[config.mk]
export PLATFORM = sky130hd
export DESIGN_NAME = ita_job_dispatcher
export DESIGN_NICKNAME = d
export VERILOG_FILES = /design/src/rtl/ita_job_dispatcher.sv
export SDC_FILE = /design/constraint.sdc
export NUM_CORES = 1
export LEC_CHECK = 0
export CORE_ASPECT_RATIO = 1.5
export CORE_UTILIZATION = 31
export DETAILED_ROUTE_END_ITERATION = 8
export PLACE_DENSITY_LB_ADDON = 0.1
export SLEW_MARGIN = 20
export SYNTH_ARGS = -nofsm -noshare
export SYNTH_HDL_FRONTEND = slang
export SYNTH_SLANG_ARGS = --single-unit
export TNS_END_PERCENT = 1
[constraint.sdc]
create_clock -name clk_i -period 2.47 [get_ports clk_i]
set_clock_uncertainty 0.05 [all_clocks]
set_input_delay 0.494 -clock clk_i [delete_from_list [all_inputs] [get_ports clk_i]]
set_output_delay 0.494 -clock clk_i [all_outputs]
set_load 0.005 [all_outputs]
[src/rtl/ita_job_dispatcher.sv]
// ita_job_dispatcher
//   Writes job descriptors into the ITA HWPE register map through its
//   peripheral slave port. Each job is one acquire read, then N_REGS
//   job-register writes, then a trigger write. In-flight jobs are limited
//   to N_CONTEXT and retired on the accelerator's done event.
//
// Ports
//   clk_i, rst_ni          clock, asynchronous active-low reset
//   clear_i                synchronous soft clear (FSM, counters)
//   desc_*                 descriptor word stream (valid/ready/data)
//   periph_*               HWPE peripheral port (req/gnt, add, wen, be,
//                          data, id, r_valid, r_data)
//   evt_done_i             one-cycle job-done event from the accelerator
//   busy_o                 FSM not idle or any job in flight
//   inflight_o             jobs triggered and not yet done
//   job_done_o             one-cycle pulse per retired job
//
// Optional build macro ITA_DISPATCH_PERF_EN adds the saturating
// performance counters perf_jobs_o, perf_retry_o and perf_stall_o.

module ita_job_dispatcher #(
  parameter int unsigned N_REGS     = 15,
  parameter int unsigned N_CONTEXT  = 2,
  parameter int unsigned ID_WIDTH   = 2,
  parameter logic [31:0] JOB_BASE   = 32'h40,
  parameter int unsigned RETRY_WAIT = 8,
  localparam int unsigned CNT_W     = $clog2(N_CONTEXT + 1)
) (
  input  logic                clk_i,
  input  logic                rst_ni,
  input  logic                clear_i,
  input  logic                desc_valid_i,
  output logic                desc_ready_o,
  input  logic [31:0]         desc_data_i,
  output logic                periph_req_o,
  input  logic                periph_gnt_i,
  output logic [31:0]         periph_add_o,
  output logic                periph_wen_o,
  output logic [3:0]          periph_be_o,
  output logic [31:0]         periph_data_o,
  output logic [ID_WIDTH-1:0] periph_id_o,
  input  logic                periph_r_valid_i,
  input  logic [31:0]         periph_r_data_i,
  input  logic                evt_done_i,
  output logic                busy_o,
  output logic [CNT_W-1:0]    inflight_o,
`ifdef ITA_DISPATCH_PERF_EN
  output logic [31:0]         perf_jobs_o,
  output logic [31:0]         perf_retry_o,
  output logic [31:0]         perf_stall_o,
`endif
  output logic                job_done_o
);

  localparam int unsigned IDX_W = (N_REGS > 1) ? $clog2(N_REGS) : 1;
  localparam int unsigned RW_W  = (RETRY_WAIT > 1) ? $clog2(RETRY_WAIT) : 1;

  localparam logic [31:0] ACQ_ADDR  = 32'h04;
  localparam logic [31:0] TRIG_ADDR = 32'h00;

  typedef enum logic [2:0] {
    S_IDLE,
    S_ACQ,
    S_ACQ_WAIT,
    S_RETRY,
    S_WRITE,
    S_TRIG
  } state_e;

  state_e           state_q, state_d;
  logic [IDX_W-1:0] idx_q, idx_d;
  logic [RW_W-1:0]  retry_q, retry_d;
  logic [CNT_W-1:0] inflight_q, inflight_d;
  logic             job_done_q, job_done_d;

  logic             trig_fire;
  logic             acq_refused;
  logic             done_ok;

  // Only bit 31 of the acquire response carries information.
  logic             unused_r_data;
  assign unused_r_data = ^periph_r_data_i[30:0];

`ifdef ITA_DISPATCH_PERF_EN
  logic [31:0] perf_jobs_q, perf_jobs_d;
  logic [31:0] perf_retry_q, perf_retry_d;
  logic [31:0] perf_stall_q, perf_stall_d;
`endif

  always_comb begin
    state_d       = state_q;
    idx_d         = idx_q;
    retry_d       = retry_q;
    inflight_d    = inflight_q;
    job_done_d    = 1'b0;
    trig_fire     = 1'b0;
    acq_refused   = 1'b0;
    periph_req_o  = 1'b0;
    periph_wen_o  = 1'b0;
    periph_add_o  = 32'h0;
    periph_data_o = 32'h0;
    desc_ready_o  = 1'b0;

    case (state_q)
      S_IDLE: begin
        if (desc_valid_i && (inflight_q < CNT_W'(N_CONTEXT))) begin
          state_d = S_ACQ;
        end
      end
      S_ACQ: begin
        periph_req_o = 1'b1;
        periph_wen_o = 1'b1;
        periph_add_o = ACQ_ADDR;
        if (periph_gnt_i) begin
          state_d = S_ACQ_WAIT;
        end
      end
      S_ACQ_WAIT: begin
        if (periph_r_valid_i) begin
          // Bit 31 set means the accelerator has no free job context.
          if (periph_r_data_i[31]) begin
            state_d     = S_RETRY;
            retry_d     = '0;
            acq_refused = 1'b1;
          end else begin
            state_d = S_WRITE;
            idx_d   = '0;
          end
        end
      end
      S_RETRY: begin
        if (retry_q == RW_W'(RETRY_WAIT - 1)) begin
          state_d = S_ACQ;
          retry_d = '0;
        end else begin
          retry_d = retry_q + 1'b1;
        end
      end
      S_WRITE: begin
        // The write is a pass-through of the descriptor stream: a word is
        // consumed exactly when the bus grants it.
        periph_req_o  = desc_valid_i;
        periph_add_o  = JOB_BASE + {{(32 - IDX_W - 2){1'b0}}, idx_q, 2'b00};
        periph_data_o = desc_data_i;
        desc_ready_o  = periph_gnt_i & desc_valid_i;
        if (desc_valid_i && periph_gnt_i) begin
          if (idx_q == IDX_W'(N_REGS - 1)) begin
            state_d = S_TRIG;
            idx_d   = '0;
          end else begin
            idx_d = idx_q + 1'b1;
          end
        end
      end
      S_TRIG: begin
        periph_req_o = 1'b1;
        periph_add_o = TRIG_ADDR;
        if (periph_gnt_i) begin
          trig_fire = 1'b1;
          state_d   = S_IDLE;
        end
      end
      default: state_d = S_IDLE;
    endcase

    // A done event with nothing in flight is spurious and dropped.
    done_ok    = evt_done_i && (inflight_q != '0);
    job_done_d = done_ok;
    case ({trig_fire, done_ok})
      2'b10:   inflight_d = inflight_q + 1'b1;
      2'b01:   inflight_d = inflight_q - 1'b1;
      default: inflight_d = inflight_q;
    endcase

`ifdef ITA_DISPATCH_PERF_EN
    perf_jobs_d  = perf_jobs_q;
    perf_retry_d = perf_retry_q;
    perf_stall_d = perf_stall_q;
    if (trig_fire && (perf_jobs_q != 32'hFFFF_FFFF)) begin
      perf_jobs_d = perf_jobs_q + 32'd1;
    end
    if (acq_refused && (perf_retry_q != 32'hFFFF_FFFF)) begin
      perf_retry_d = perf_retry_q + 32'd1;
    end
    if ((state_q == S_WRITE) && !desc_valid_i && (perf_stall_q != 32'hFFFF_FFFF)) begin
      perf_stall_d = perf_stall_q + 32'd1;
    end
`endif

    // Soft clear wins over everything; the bus side is silenced in the same
    // cycle so no word is consumed that the FSM then forgets.
    if (clear_i) begin
      state_d       = S_IDLE;
      idx_d         = '0;
      retry_d       = '0;
      inflight_d    = '0;
      job_done_d    = 1'b0;
      periph_req_o  = 1'b0;
      periph_wen_o  = 1'b0;
      periph_add_o  = 32'h0;
      periph_data_o = 32'h0;
      desc_ready_o  = 1'b0;
`ifdef ITA_DISPATCH_PERF_EN
      perf_jobs_d  = '0;
      perf_retry_d = '0;
      perf_stall_d = '0;
`endif
    end
  end

  always_ff @(posedge clk_i or negedge rst_ni) begin
    if (!rst_ni) begin
      state_q    <= S_IDLE;
      idx_q      <= '0;
      retry_q    <= '0;
      inflight_q <= '0;
      job_done_q <= 1'b0;
`ifdef ITA_DISPATCH_PERF_EN
      perf_jobs_q  <= '0;
      perf_retry_q <= '0;
      perf_stall_q <= '0;
`endif
    end else begin
      state_q    <= state_d;
      idx_q      <= idx_d;
      retry_q    <= retry_d;
      inflight_q <= inflight_d;
      job_done_q <= job_done_d;
`ifdef ITA_DISPATCH_PERF_EN
      perf_jobs_q  <= perf_jobs_d;
      perf_retry_q <= perf_retry_d;
      perf_stall_q <= perf_stall_d;
`endif
    end
  end

  assign periph_be_o = 4'hF;
  assign periph_id_o = '0;
  assign busy_o      = (state_q != S_IDLE) || (inflight_q != '0);
  assign inflight_o  = inflight_q;
  assign job_done_o  = job_done_q;

`ifdef ITA_DISPATCH_PERF_EN
  assign perf_jobs_o  = perf_jobs_q;
  assign perf_retry_o = perf_retry_q;
  assign perf_stall_o = perf_stall_q;
`endif

endmodule

# Word level (Yosys, flattened, before mapping)

Cells that the tools add are included.

Flip-flop bits (word level): 13
Input bits: 71
Output and inout port bits: 77
Logic and storage cells: 80

$add $sub $neg: 5
$lt $le $gt $ge: 1
Equal/unequal tests: 18
Muxes and demuxes: 36
Bitwise logic cells: 1
Reductions and logical operators: 14

Operators by type and width:

| kind                  | count |
|---|---|
| $mux W32              | 3 |
| $mux W3               | 13 |
| $ne A3 B3 Y1 const B  | 9 |
| $mux W4               | 5 |
| $pmux W3 S6           | 1 |
| $pmux W8 S2           | 1 |
| $reduce_bool A3 Y1    | 4 |
| $eq A3 B3 Y1 const B  | 3 |
| $add A7 B6 Y8 const A | 1 |
| $mux W1               | 8 |
| $pmux W4 S2           | 1 |
| $reduce_and A7 Y1     | 1 |
| $eq A3 B2 Y1 const B  | 2 |
| $pmux W3 S2           | 1 |
| $add A4 B1 Y4 const B | 1 |
| $eq A4 B4 Y1 const B  | 1 |
| $pmux W2 S2           | 1 |
| $reduce_and A4 Y1     | 1 |
| $add A3 B1 Y3 const B | 1 |
| $eq A3 B1 Y1 const B  | 1 |
| $logic_and A1 B1 Y1   | 3 |
| $logic_not A3 Y1      | 1 |
| $reduce_and A3 Y1     | 1 |
| $add A2 B1 Y2 const B | 1 |
| other kinds (10)      | 10 |

# Depth between registers and ports, before layout

Word-level depth: 5
Depth in mapped cells: 6

# Worst setup path after synthesis

No wires, ideal clock.

Path type: input-to-output
From: input clear_i
To: output desc_ready_o
Arrival: 1.258 ns
Required time: 1.926 ns
Path slack: 0.668 ns
Cell stages on the path: 4
Cells stage by stage: nor3_1 buf_2 and2_1 and3_2

Cells in the longest elaborated chain, start to end: 1

RTL lines:

| what            | line | RTL |
|---|---|---|
| start, declared | 31   | `input logic clear_i,` |
| $mux W1         | 192  | `if (clear_i) begin` |
| end, declared   | 33   | `output logic desc_ready_o,` |

No other way between the ends.

# Worst setup path after layout

From: register state_q[1]
To: output busy_o

Cells in the longest elaborated chain, start to end: 2

RTL lines:

| what                   | line | RTL |
|---|---|---|
| start, declared        | 70   | `state_e state_q, state_d;` |
| start signal, assigned | 224  | `state_q <= state_d;` |
| $reduce_bool A3 Y1     | 239  | `assign busy_o = (state_q != S_IDLE) \|\| (inflight_q != '0);` |
| $logic_or A1 B1 Y1     | 239  |  |
| end, declared          | 45   | `output logic busy_o,` |

No other way between the ends.

==> results.py <==
metrics = {
    "global_routing": {
        "grt_pass1_vias": 1233,
        "overflow": 0,
        "grt_max_degree": 36,
        "track_usage_pct": 16.7,
        "antenna_found_initial": 0,
        "grt_pass1_wl_mm": 6.21,
    },
    "timing": {
        "worst_slew_pin_slew_ns": 0.612,
        "slew-limit-headroom_pct": 59.1,
        "setup_violations": 0,
        "drv_slew": 0,
        "rsz0062_at_grt": "true",
        "finalCritPeriodShare_pct": 97.4,
        "fin_crit_ns": 2.40,
        "fmax_ghz": 0.416,
        "hold_viol": 0,
    },
    "synthesis": {
        "synth_edf_count": 0,
        "synthArstFlopShare_pct": 100,
        "synth-seq-cells": 13,
        "synth.area.top_cells": "dfrtp_1 (24%), buf_4 (19%), and3_1 (16%)",
        "ys_seq_area_share_pct": 23.9,
        "syn_inst": 165,
        "synth_flop_cell": "dfrtp_1",
        "yosysMostFrequentCell": "and3_1",
        "synth_cell_type_count": 42,
        "postSynthAreaPerCell_um2": 8.24,
        "synth_area_um2": 1360,
        "netlist_top_cells_count": "and3_1 (35), buf_4 (34), dfrtp_1 (13)",
        "yosys.area.top_type": "dfrtp_1",
        "synth_top_area_share_pct": 23.9,
        "ys_warn_count": 0,
    },
    "critical_path": {
        "worstSetupPathType": "reg2out",
        "startpoint": "state_q[1]",
        "cp_max_fo": 7,
        "cp-start-kind": "flip-flop",
        "r2r-start": "state_q[2]",
        "arrival_ns": 1.86,
        "worstPathRequired_ns": 1.93,
        "cp-end-kind": "output port",
        "regToRegSetupSlack_ns": 0.68,
        "r2r_end": "state_q[1]",
        "reg2reg_depth": 5,
    },
    "outcome": {
        "status": "finished clean",
    },
    "route": {
        "dr.pass1.iters": 4,
        "vias": 1444,
        "post_drt_wl_per_cell_um": 13.2,
        "drt_wl_total_mm": 3.91,
        "drtAntennaViolNets": 0,
        "drtIter0Drc": 60,
        "viasPerCell": 4.88,
        "remaining_drc_errors": 0,
    },
    "clock_tree": {
        "holdBufCountCts": 0,
        "cts_root_buffer": "clkbuf_8",
        "post_cts_buffers": 0,
        "path_clk_slew_ns": 0.06,
        "clockBufferDepth": 2,
        "clock_latency_ns": 0.25,
        "cts_tree": "built",
        "cts.sinks": 13,
        "cts_max_level": 1,
        "cts_buffers": 3,
    },
    "worst_hold_path": {
        "min_from": "retry_q[2]",
        "hp-class": "reg2reg",
        "hold_end": "retry_q[2]",
        "min_path_cells": 2,
    },
    "placement": {
        "gp_congestion": 0.790,
        "postPlaceCellArea_um2": 2150,
        "dp_hpwl_mm": 3.09,
        "port_buffers": 83,
    },
    "floorplanning": {
        "io-pin-count": 148,
        "die_y_um": 83.1,
        "core_um2": 4210,
        "die-width_um": 56.1,
        "start_util_pct": 32.3,
        "die_area_um2": 4660,
        "rows": 29,
    },
    "cells_and_area": {
        "design_area_um2": 2230,
        "syn_to_final_growth_pct": 63.8,
        "nets": 326,
        "drive_above_1_share_pct": 10.0,
        "antennaDiodeCount": 0,
    },
    "pwr": {
        "power_density_nw_per_um2": 353,
        "power.share.combinational_pct": 42.9,
        "swShare_pct": 32.9,
        "power_frac_seq_pct": 32.1,
        "finalPower_uw": 786,
        "vdd_ir_drop_max_mv": 0.421,
        "p_sw_uw": 259,
        "p_leak_nw": 1.18,
        "internal-power_uw": 527,
        "pwr-share-clk_pct": 25.0,
    },
    "job": {
        "maxCapViolCount": 0,
    },
}
registers in the layout, summed over array words and instances, names as in the netlist:
name	flops
inflight_o	2
retry_q	3
idx_q	4
job_done_o	1
state_q	3
worst max path at each step:
stage	endpoint	cells past startpoint	slack [ns]
3_3_place_gp	periph_data_o[3]	5	-0.16
3_5_place_dp	periph_data_o[3]	5	-0.17
5_1_grt	periph_add_o[2]	6	-0.01
6_report	busy_o	3	0.07
2_1_floorplan	desc_ready_o	4	0.67
4_1_cts	periph_add_o[2]	5	0.01
timing repair:
action | 4_1_cts | 5_1_grt
gates cloned | 0 | 0
pin swaps | 1 | 1
resized for setup | 4 | 8
endpoints found under the setup margin | 40 | 38
critical path, cell delays in order (launching register included):
cell             delay [ns]
dfrtp_2                0.46
buf_4                  0.17
or4b_1                 0.52
clkdlybuf4s50_1        0.46
placed cells by master, fill, tap and decap left out, drive strengths merged, types with 2 or more instances in the layout:
master / instances
a21o: 3
a21oi: 2
a32oi: 3
and3: 36
buf: 12
clkbuf: 4
clkdlybuf4s50: 78
conb: 33
dfrtp: 13
dlymetal6s2s: 4
ha: 4
inv: 2
nand2: 4
nand3: 3
nor2: 12
nor2b: 2
nor3: 2
nor3b: 5
nor4b: 2
o221a: 2
o2bb2ai: 2
o31ai: 3
xor2: 2
per-stage QoR:
stage / setup WS [ns] / util [%] / hold slack [ns] / TNS [ns] / std cells
finish: 0.0653 / 52.9 / 0.476 / 0 / 296
global route: -0.0121 / 52.9 / 0.514 / -0.0121 / 296
CTS: 0.0117 / 52.4 / 0.480 / 0 / 296
detailed placement: -0.166 / 51.1 / 0.467 / -5.28 / 292
global placement: -0.164 / 51.1 / 0.451 / -5.37 / 292
floorplan: 0.668 / - / 0.148 / 0 / 196
layout make-up:
cell class              instances  area (um^2)
fillers                       407         1980
repair buffers                 95          941
multi-input cells             136          847
flip-flops and latches         13          328
well taps                      46         57.6
clock buffers                   4         45.0
inverters                       2         7.51
kinds of logic (layout without fill, tap and decap cells):
group	count (synthesis)	count (layout)	synth area share (%)
DFF	13	13	23.9
buffers and inverters	47	101	23.3
muxes	1	1	0.737
other	2	33	0.553
xor gates and xnor gates	2	2	1.29
adders and majority gates	4	4	3.68
and+or+nand+nor	73	73	33.0
AOI/OAI and AO/OA	23	23	13.5
power by group through the flow:
stage | clock [mW] | combinational, mW | sequential (mW)
detailed placement | 0 | 0.326 | 0.249
global placement | 0 | 0.327 | 0.249
floorplan | 0 | 0.205 | 0.240
CTS | 0.200 | 0.336 | 0.249
finish | 0.196 | 0.337 | 0.252
global route | 0.206 | 0.372 | 0.256
per-layer routing:
layer	global-route usage [%]	routed length, um	vias to the layer above
li1	-	-	693
met1	20.3	1590	658
met2	28.4	1920	89
met3	3.27	331	4
met4	6.65	62	0
met5	0	0	-
(Power assumes the default switching activity.)
